File: src/rtl/pwm_duty_ramp.sv
// Duty-cycle ramp sequencer: walks dc toward an accepted target in
// STEP_SIZE increments, one step every STEP_DIV clocks.
module pwm_duty_ramp #(
    parameter int STEP_DIV  = 256,
    parameter int STEP_SIZE = 1,
    parameter int MAX_DC    = 100
) (
    input  logic       clk,
    input  logic       reset,
    input  logic [6:0] target,
    input  logic       target_valid,
    output logic       target_ready,
    input  logic       hold,
    output logic [6:0] dc,
    output logic       busy,
    output logic       done
);

    typedef enum logic {
        IDLE,
        RAMP
    } state_t;

    localparam logic [15:0] LAST = 16'(STEP_DIV - 1);
    localparam logic [7:0]  SZ   = 8'(STEP_SIZE);
    localparam logic [7:0]  MX   = 8'(MAX_DC);

    state_t      state, state_n;
    logic [15:0] presc, presc_n;
    logic [6:0]  tgt_r, tgt_n, dc_n;
    logic        done_n;
    logic        rdy;

    logic        accept;
    logic        up;
    logic [7:0]  clamp;
    logic [7:0]  dc8, tg8;
    logic [7:0]  diff, mv, nxt8;

    assign target_ready = rdy;
    assign busy         = (state == RAMP);

    always_comb begin
        state_n = state;
        presc_n = presc;
        dc_n    = dc;
        tgt_n   = tgt_r;
        done_n  = 1'b0;

        accept = target_valid & rdy;
        clamp  = ({1'b0, target} > MX) ? MX : {1'b0, target};
        dc8    = {1'b0, dc};
        tg8    = {1'b0, tgt_r};
        up     = (tg8 > dc8);
        diff   = up ? (tg8 - dc8) : (dc8 - tg8);
        // Partial final step so dc never overshoots the target
        mv     = (diff < SZ) ? diff : SZ;
        nxt8   = up ? (dc8 + mv) : (dc8 - mv);

        if (accept) begin
            tgt_n   = clamp[6:0];
            presc_n = '0;
            if (clamp == dc8) begin
                state_n = IDLE;
                done_n  = 1'b1;
            end else begin
                state_n = RAMP;
            end
        end else if (state == RAMP && !hold) begin
            if (presc == LAST) begin
                presc_n = '0;
                dc_n    = nxt8[6:0];
                if (nxt8 == tg8) begin
                    state_n = IDLE;
                    done_n  = 1'b1;
                end
            end else begin
                presc_n = presc + 16'd1;
            end
        end
    end

    always_ff @(posedge clk or negedge reset) begin
        if (!reset) begin
            state <= IDLE;
            presc <= '0;
            dc    <= '0;
            tgt_r <= '0;
            done  <= 1'b0;
            rdy   <= 1'b0;
        end else begin
            state <= state_n;
            presc <= presc_n;
            dc    <= dc_n;
            tgt_r <= tgt_n;
            done  <= done_n;
            rdy   <= 1'b1;
        end
    end

endmodule

File: config.mk
export PLATFORM = sky130hd
export DESIGN_NAME = pwm_duty_ramp
export DESIGN_NICKNAME = d
export VERILOG_FILES = /design/src/rtl/pwm_duty_ramp.sv
export SDC_FILE = /design/constraint.sdc
export NUM_CORES = 1
export LEC_CHECK = 0
export CAP_MARGIN = 20
export CELL_PAD_IN_SITES_DETAIL_PLACEMENT = 1
export CELL_PAD_IN_SITES_GLOBAL_PLACEMENT = 1
export CORE_MARGIN = 1.5
export CORE_UTILIZATION = 40
export CTS_CLUSTER_DIAMETER = 80
export DETAILED_ROUTE_END_ITERATION = 7
export GPL_TIMING_DRIVEN = 0
export PLACE_DENSITY_LB_ADDON = 0.1
export REMOVE_ABC_BUFFERS = 1
export SLEW_MARGIN = 20
export SYNTH_ARGS = -nofsm -noshare
export SYNTH_HDL_FRONTEND = slang
export SYNTH_SLANG_ARGS = --single-unit
File: constraint.sdc
create_clock -name clk -period 14.81 [get_ports clk]
set_input_delay 1.481 -clock clk [delete_from_list [all_inputs] [get_ports clk]]
set_output_delay 1.481 -clock clk [all_outputs]
set_load 0.02 [all_outputs]
==> flow_summary_export.csv, run 1 <==
group,metric,value,unit
pwr,powerDensity,87.39,nW/µm²
logic_synthesis,yosys.cell_types.count,61,
worst_setup_path,ff2ff_path_depth,21,
route,drt-wirelength-per-cell,16.93,µm
worst_setup_path,critPathLaunchType,"flip-flop",
logic_synthesis,synth_top_area_share,29.41,%
floorplan,num_io_pins,21,
route,firstDrtPassIters,4,
worst_setup_path,worst_ep_required_time,15.03,ns
route,finalWirelength,7754,µm
worst_setup_path,cp-startpoint,"dc[4]",
pwr,clkPwrFrac,25.0,%
floorplan,core,6794,µm²
route,drt_iter0_markers,117,
floorplan,start_util,41.33,%
clock_network,insertion_delay,0.28,ns
route,num_vias,2550,
pwr,pwr-share-seq,37.1,%
logic_synthesis,synth_seq_cells,33,
sta,fmax,185.4,MHz
logic_synthesis,syn_inst,346,
global_routing,grt_pass1_vias,2576,
floorplan,die_y,86.78,µm
global_routing,grt_pass1_wl,12810,µm
sta,tightest_slew,0.9157,ns
worst_setup_path,crit_top_cell,"ha_1",
sta,fin_crit,5.393,ns
run_status,outcome,"complete, no violations",
pwr,ir_drop,45.72,µV
sta,tns,0,ns
pwr,combPwrFrac,37.9,%
clock_network,htreeDepth,2,
logic_synthesis,synth_area_leaders,"dfrtp_1 (29%), ha_1 (10%), nand2_1 (6.0%), o21ai_1 (4.8%), o21ai_0 (3.6%)",
pwr,intPower,0.1769,mW
route,ant_nets,0,
clock_network,cts-resized-gates,0,
sta,fin_crit_sh,36.42,%
floorplan,rows,30,
logic_synthesis,yosysWarnings,0,
logic_synthesis,avgSynthCellArea,8.115,µm²
global_routing,grt_max_degree,24,
worst_setup_path,crit_arrival,5.61,ns
place,dp_hpwl,6061,µm
worst_setup_path,ff2ff_setup_slack,9.42,ns
global_routing,grt.total_usage,21.94,%
cells_and_area,area_delta_synth_final,13.19,%
cells_and_area,final_cell_mix,"nand2_1 (45), dfrtp_1 (33), o21ai_1 (28)",
pwr,p_switching,0.1008,mW
logic_synthesis,syn-cell-area,2808,µm²
clock_network,clockRootBuffer,"clkbuf_8",
sta,slew_violations,0,
worst_setup_path,cp_max_fo,10,
route,viasPerCell,5.568,
worst_setup_path,endpoint_kind,"flip-flop",
worst_setup_path,cpPeakStageDelay,0.54,ns
job,max_cap_violations,0,
cells_and_area,final_common_cell,"nand2_1",
cells_and_area,diodes,0,
logic_synthesis,synth_async_sr_flop_share,100.0,%
global_routing,grt_overflow,0,
floorplan,die_x,86.78,µm
logic_synthesis,synth_top_area_cell,"dfrtp_1",
place,dpl_cell_area,3092,µm²
place,portBuffers,20,
worst_setup_path,critPathCapture,"busy",
floorplan,die_area,7531,µm²
pwr,power.leakage,1.428,nW
cells_and_area,final_util,46.78,%
cells_and_area,fin_area,3178,µm²
cells_and_area,layout-drive-gt1-share,6.906,%
place,place.gp.congestion,0.8279,
worst_hold_path,hold_class,"reg2reg",
pwr,switching_share,36.29,%
clock_network,clock-sinks,33,
clock_network,postCtsHoldBufs,0,
worst_setup_path,slowest_stage,"dfrtp_1",
clock_network,cts_tree,"done",
clock_network,cts_buffer_depth,2,
clock_network,numCtsBuffers,5,
sta,hold_violations,0,
worst_setup_path,r2r_end,"busy",
sta,slew_headroom,38.55,%
logic_synthesis,ys_seq_area_share,29.41,%
sta,skew,0.006758,ns
cells_and_area,fin_nets,399,
clock_network,cts_setup_buffers,0,
sta,rsz0062_at_grt,"false",
clock_network,path_clk_slew,0.07,ns
pwr,power,0.2777,mW
worst_setup_path,critPathKind,"reg2reg",
worst_setup_path,r2r-start,"dc[4]",
route,drc,0,
sta,setup_violations,0,
logic_synthesis,synth_flop_cell,"dfrtp_1",
global_routing,antenna_found_initial,0,
logic_synthesis,synth-edff-count,0,
worst_setup_path,crit_chain,"inv_1, ha_1, nand3_2, or3_1, o21a_2, a2111oi_0, o22ai_1, or4_4, clkinv_4, ha_1, and2_1, fa_1, nor2b_1, o21ai_1, nand2b_1, a21oi_1, o21bai_1, nand2_1, and4_1, a311oi_1, a211o_1",
[worst min path at each step]
stage,startpoint,to,cells after the start
floorplan,presc[6],presc[6],1
global placement,presc[2],presc[2],1
detailed placement,presc[6],presc[6],1
CTS,presc[6],presc[6],1
global route,presc[6],presc[6],1
finish,presc[6],presc[6],1
[power groups by stage]
stage	clock network (mW)	logic, mW	registers, mW
3_3_place_gp	0	0.101	0.105
4_1_cts	0.0732	0.106	0.103
3_5_place_dp	0	0.105	0.105
2_1_floorplan	0	0.0770	0.103
5_1_grt	0.0761	0.118	0.104
6_report	0.0693	0.105	0.103
[layout make-up]
class,count,area (µm²)
Clock buffer,7,86.33
Inverter,25,98.84
Multi-Input combinational cell,276,1824
Tap cell,96,120.1
Timing Repair Buffer,21,222.7
Fill cell,847,3616
Sequential cell,33,825.8
[sequential cells by signal (all words and copies together), names as in the netlist]
signal	flops
busy	1
dc	7
done	1
target_ready	1
tgt_r	7
presc	16
[critical path, delay by kind of cell (launching register included)]
family	cells	cell delay [ns]
flops	1	0.54
compound gates	8	1.52
fa+ha+maj	3	1.15
simple gates	8	1.93
buf+inv	2	0.17
[per-stage QoR]
step                      setup WS (ns)  hold slack [ns]  instances
final                             9.417           0.4836        458
after global routing              9.081           0.5123        458
after CTS                         9.443           0.4874        458
after detailed placement          9.503           0.4730        451
after global placement            9.567           0.4739        450
after floorplan                   9.993           0.4492        334
[routing by layer]
metal  wire (µm)  part of all wire, %  GRT usage, %  vias to the layer above
li1            -                    -             -                     1258
met1        3506                   45         27.00                     1264
met2        4076                   53         40.38                       24
met3          97                  1.3         2.762                        4
met4          74                 0.95         5.279                        0
met5           0                    0             0                        -
[synthesized netlist by cell type, drive strengths merged (3+ instances only)]
cell type	count
nor2	12
nor4	4
nand2	45
nor3	4
or3	4
xnor2	11
o22ai	4
a211oi	3
and3	11
buf	4
o21ai	48
dfrtp	33
fa	3
a31oi	5
inv	24
ha	23
clkbuf	9
xor2	10
or2	4
nand4	4
a21o	9
nand3	11
nand2b	8
a21oi	19
nor2b	3
[cell families after synthesis]
group	count (synthesis)	synth area share (%)
and+or+nand+nor	118	21.48
other	1	0.1336
DFF	33	29.41
buffers and inverters	38	5.748
muxes	3	1.114
adders and majority gates	26	12.39
xor gates and xnor gates	21	6.551
AOI/OAI and AO/OA	106	23.17
No activity file was read; power rests on OpenSTA's default activity.
==> run 2, diff against run 1 <==
==> constraint.sdc (replaced) <==
create_clock -name clk -period 5.4 [get_ports clk]
set_input_delay 0.54 -clock clk [delete_from_list [all_inputs] [get_ports clk]]
set_output_delay 0.54 -clock clk [all_outputs]
set_load 0.02 [all_outputs]
==> flow_summary_export.csv, run 2 (synthesized netlist as in run 1, its figures left out) <==
group,metric,value,unit
run_status,outcome,"complete, no violations",
place,place_inst,451,
sta,slew_headroom,39.78,%
worst_setup_path,cp_max_fo,9,
floorplan,die_x,86.78,µm
pwr,power.leakage,1.426,nW
sta,hold_violations,0,
sta,fmax,194.2,MHz
sta,tightest_slew,0.8973,ns
cells_and_area,fin_nets,401,
worst_hold_path,hold_class,"in2async",
global_routing,grt_max_degree,24,
sta,fin_crit_sh,95.35,%
cells_and_area,fillers,843,
place,place.gp.congestion,0.8279,
pwr,ir_drop,127.1,µV
cells_and_area,area_delta_synth_final,14.62,%
job,max_cap_violations,0,
route,drt-wirelength-per-cell,16.99,µm
route,ant_nets,0,
route,num_vias,2569,
floorplan,rows,30,
place,portBuffers,20,
route,drt_iter0_markers,115,
worst_setup_path,worst_ep_required_time,5.62,ns
floorplan,core,6794,µm²
sta,slew_violations,0,
sta,fin_crit,5.149,ns
worst_setup_path,critPathKind,"reg2reg",
clock_network,clock-sinks,33,
sta,skew,0.006851,ns
floorplan,die_y,86.78,µm
clock_network,cts_tree,"done",
place,dp_hpwl,6061,µm
global_routing,grt_overflow,0,
cells_and_area,final_common_cell,"nand2_1",
floorplan,die_area,7531,µm²
floorplan,num_io_pins,21,
route,viasPerCell,5.585,
clock_network,postCtsHoldBufs,0,
global_routing,grt_pass1_vias,2576,
clock_network,htreeDepth,2,
floorplan,start_util,41.33,%
clock_network,numCtsBuffers,5,
worst_setup_path,crit_arrival,5.37,ns
cells_and_area,final_cell_mix,"nand2_1 (45), o21ai_1 (28), dfrtp_1 (27)",
cells_and_area,layout-drive-gt1-share,10.71,%
route,drc,0,
sta,tns,0,ns
clock_network,clockRootBuffer,"clkbuf_8",
cells_and_area,regMostFlops,"presc",
route,firstDrtPassIters,4,
cells_and_area,fin_cells,460,
pwr,powerDensity,239.1,nW/µm²
cells_and_area,largest_reg_flops,16,
sta,setup_violations,0,
route,finalWirelength,7814,µm
pwr,power,0.7694,mW
worst_setup_path,endpoint_kind,"flip-flop",
global_routing,grt.total_usage,21.94,%
global_routing,antenna_found_initial,0,
cells_and_area,top_regs,"presc: 16 flops, dc: 7 flops, tgt_r: 7 flops",
clock_network,path_clk_slew,0.07,ns
global_routing,grt_pass1_wl,12810,µm
worst_setup_path,critPathLaunchType,"flip-flop",
sta,rsz0062_at_grt,"false",
cells_and_area,final_util,47.37,%
clock_network,insertion_delay,0.28,ns
clock_network,cts_buffer_depth,2,
cells_and_area,diodes,0,
-- run 2: cell count changes in the layout (fill, tap and decap cells not counted), moves of 2 or more --
| cell | previous run | this run |
|---|---|---|
| ha_1 | 23 | 21 |
| buf_4 | 0 | 2 |
| dfrtp_1 | 33 | 27 |
| dfrtp_2 | 0 | 6 |
| ha_2 | 0 | 2 |
-- run 2: metrics by stage --
step	cell area [µm²]	hold WS [ns]	setup WS, ns
finish	3218	0.1436	0.2513
global route	3218	0.1533	0.004410
CTS	3178	0.1483	0.03318
detailed placement	3092	0.4541	0.09271
global placement	3069	0.4739	0.1565
floorplan	2749	0.2444	0.5834
-- run 2: repair_timing --
action / in CTS / in global routing
gates resized for setup: 0 / 13
buffers inserted: 0 / 2
hold endpoints to repair: 0 / 0
endpoints found under the setup margin: 0 / 2
-- run 2: cell type report --
type                       instances  area, µm²  area share [%]
clock buffer                       7      86.33           2.683
timing repair buffer              23      237.7           7.387
tap                               96      120.1           3.732
sequential                        33      833.3           25.89
inverter                          25      98.84           3.072
multi-input combinational        276       1842           57.23
-- run 2: critical path, stage by stage (launching register included) --
cell,delay (ns)
dfrtp_1,0.47
inv_1,0.07
ha_1,0.45
nand3_2,0.17
or3_1,0.41
o21a_2,0.21
a2111oi_2,0.23
o22ai_1,0.16
or4_4,0.49
clkinv_4,0.08
ha_1,0.21
and2_1,0.16
fa_1,0.43
nor2b_1,0.14
o21ai_1,0.07
nand2b_1,0.19
buf_4,0.15
nor4_1,0.04
a311o_1,0.36
and4_1,0.17
a311oi_1,0.28
a211o_1,0.14
-- run 2: report_power, final --
part	internal [mW]	switching (mW)	leakage [nW]
Combinational	0.122	0.173	0.953
Sequential	0.265	0.0178	0.429
Clock	0.101	0.0908	0.0443
Total	0.488	0.282	1.43
-- run 2: layer usage --
layer  share of wire [%]  track usage (%)  up-vias
met5                   0                0        -
met4                 1.2            5.279        0
met3                 1.5            2.762        7
met2                  52            40.38       22
met1                  45            27.00     1279
li1                    -                -     1261
-- run 2: final timing paths --
path	slack, ns	startpoint	cells past startpoint	end
worst max-delay path	0.25	dc[6]	21	busy
worst max register to register	0.25	dc[6]	21	busy
worst min register to register	0.48	presc[6]	1	presc[6]
max in group asynchronous	4.82	reset	2	dc[3]
worst min-delay path	0.14	reset	1	done
min in group clk	0.48	presc[6]	1	presc[6]
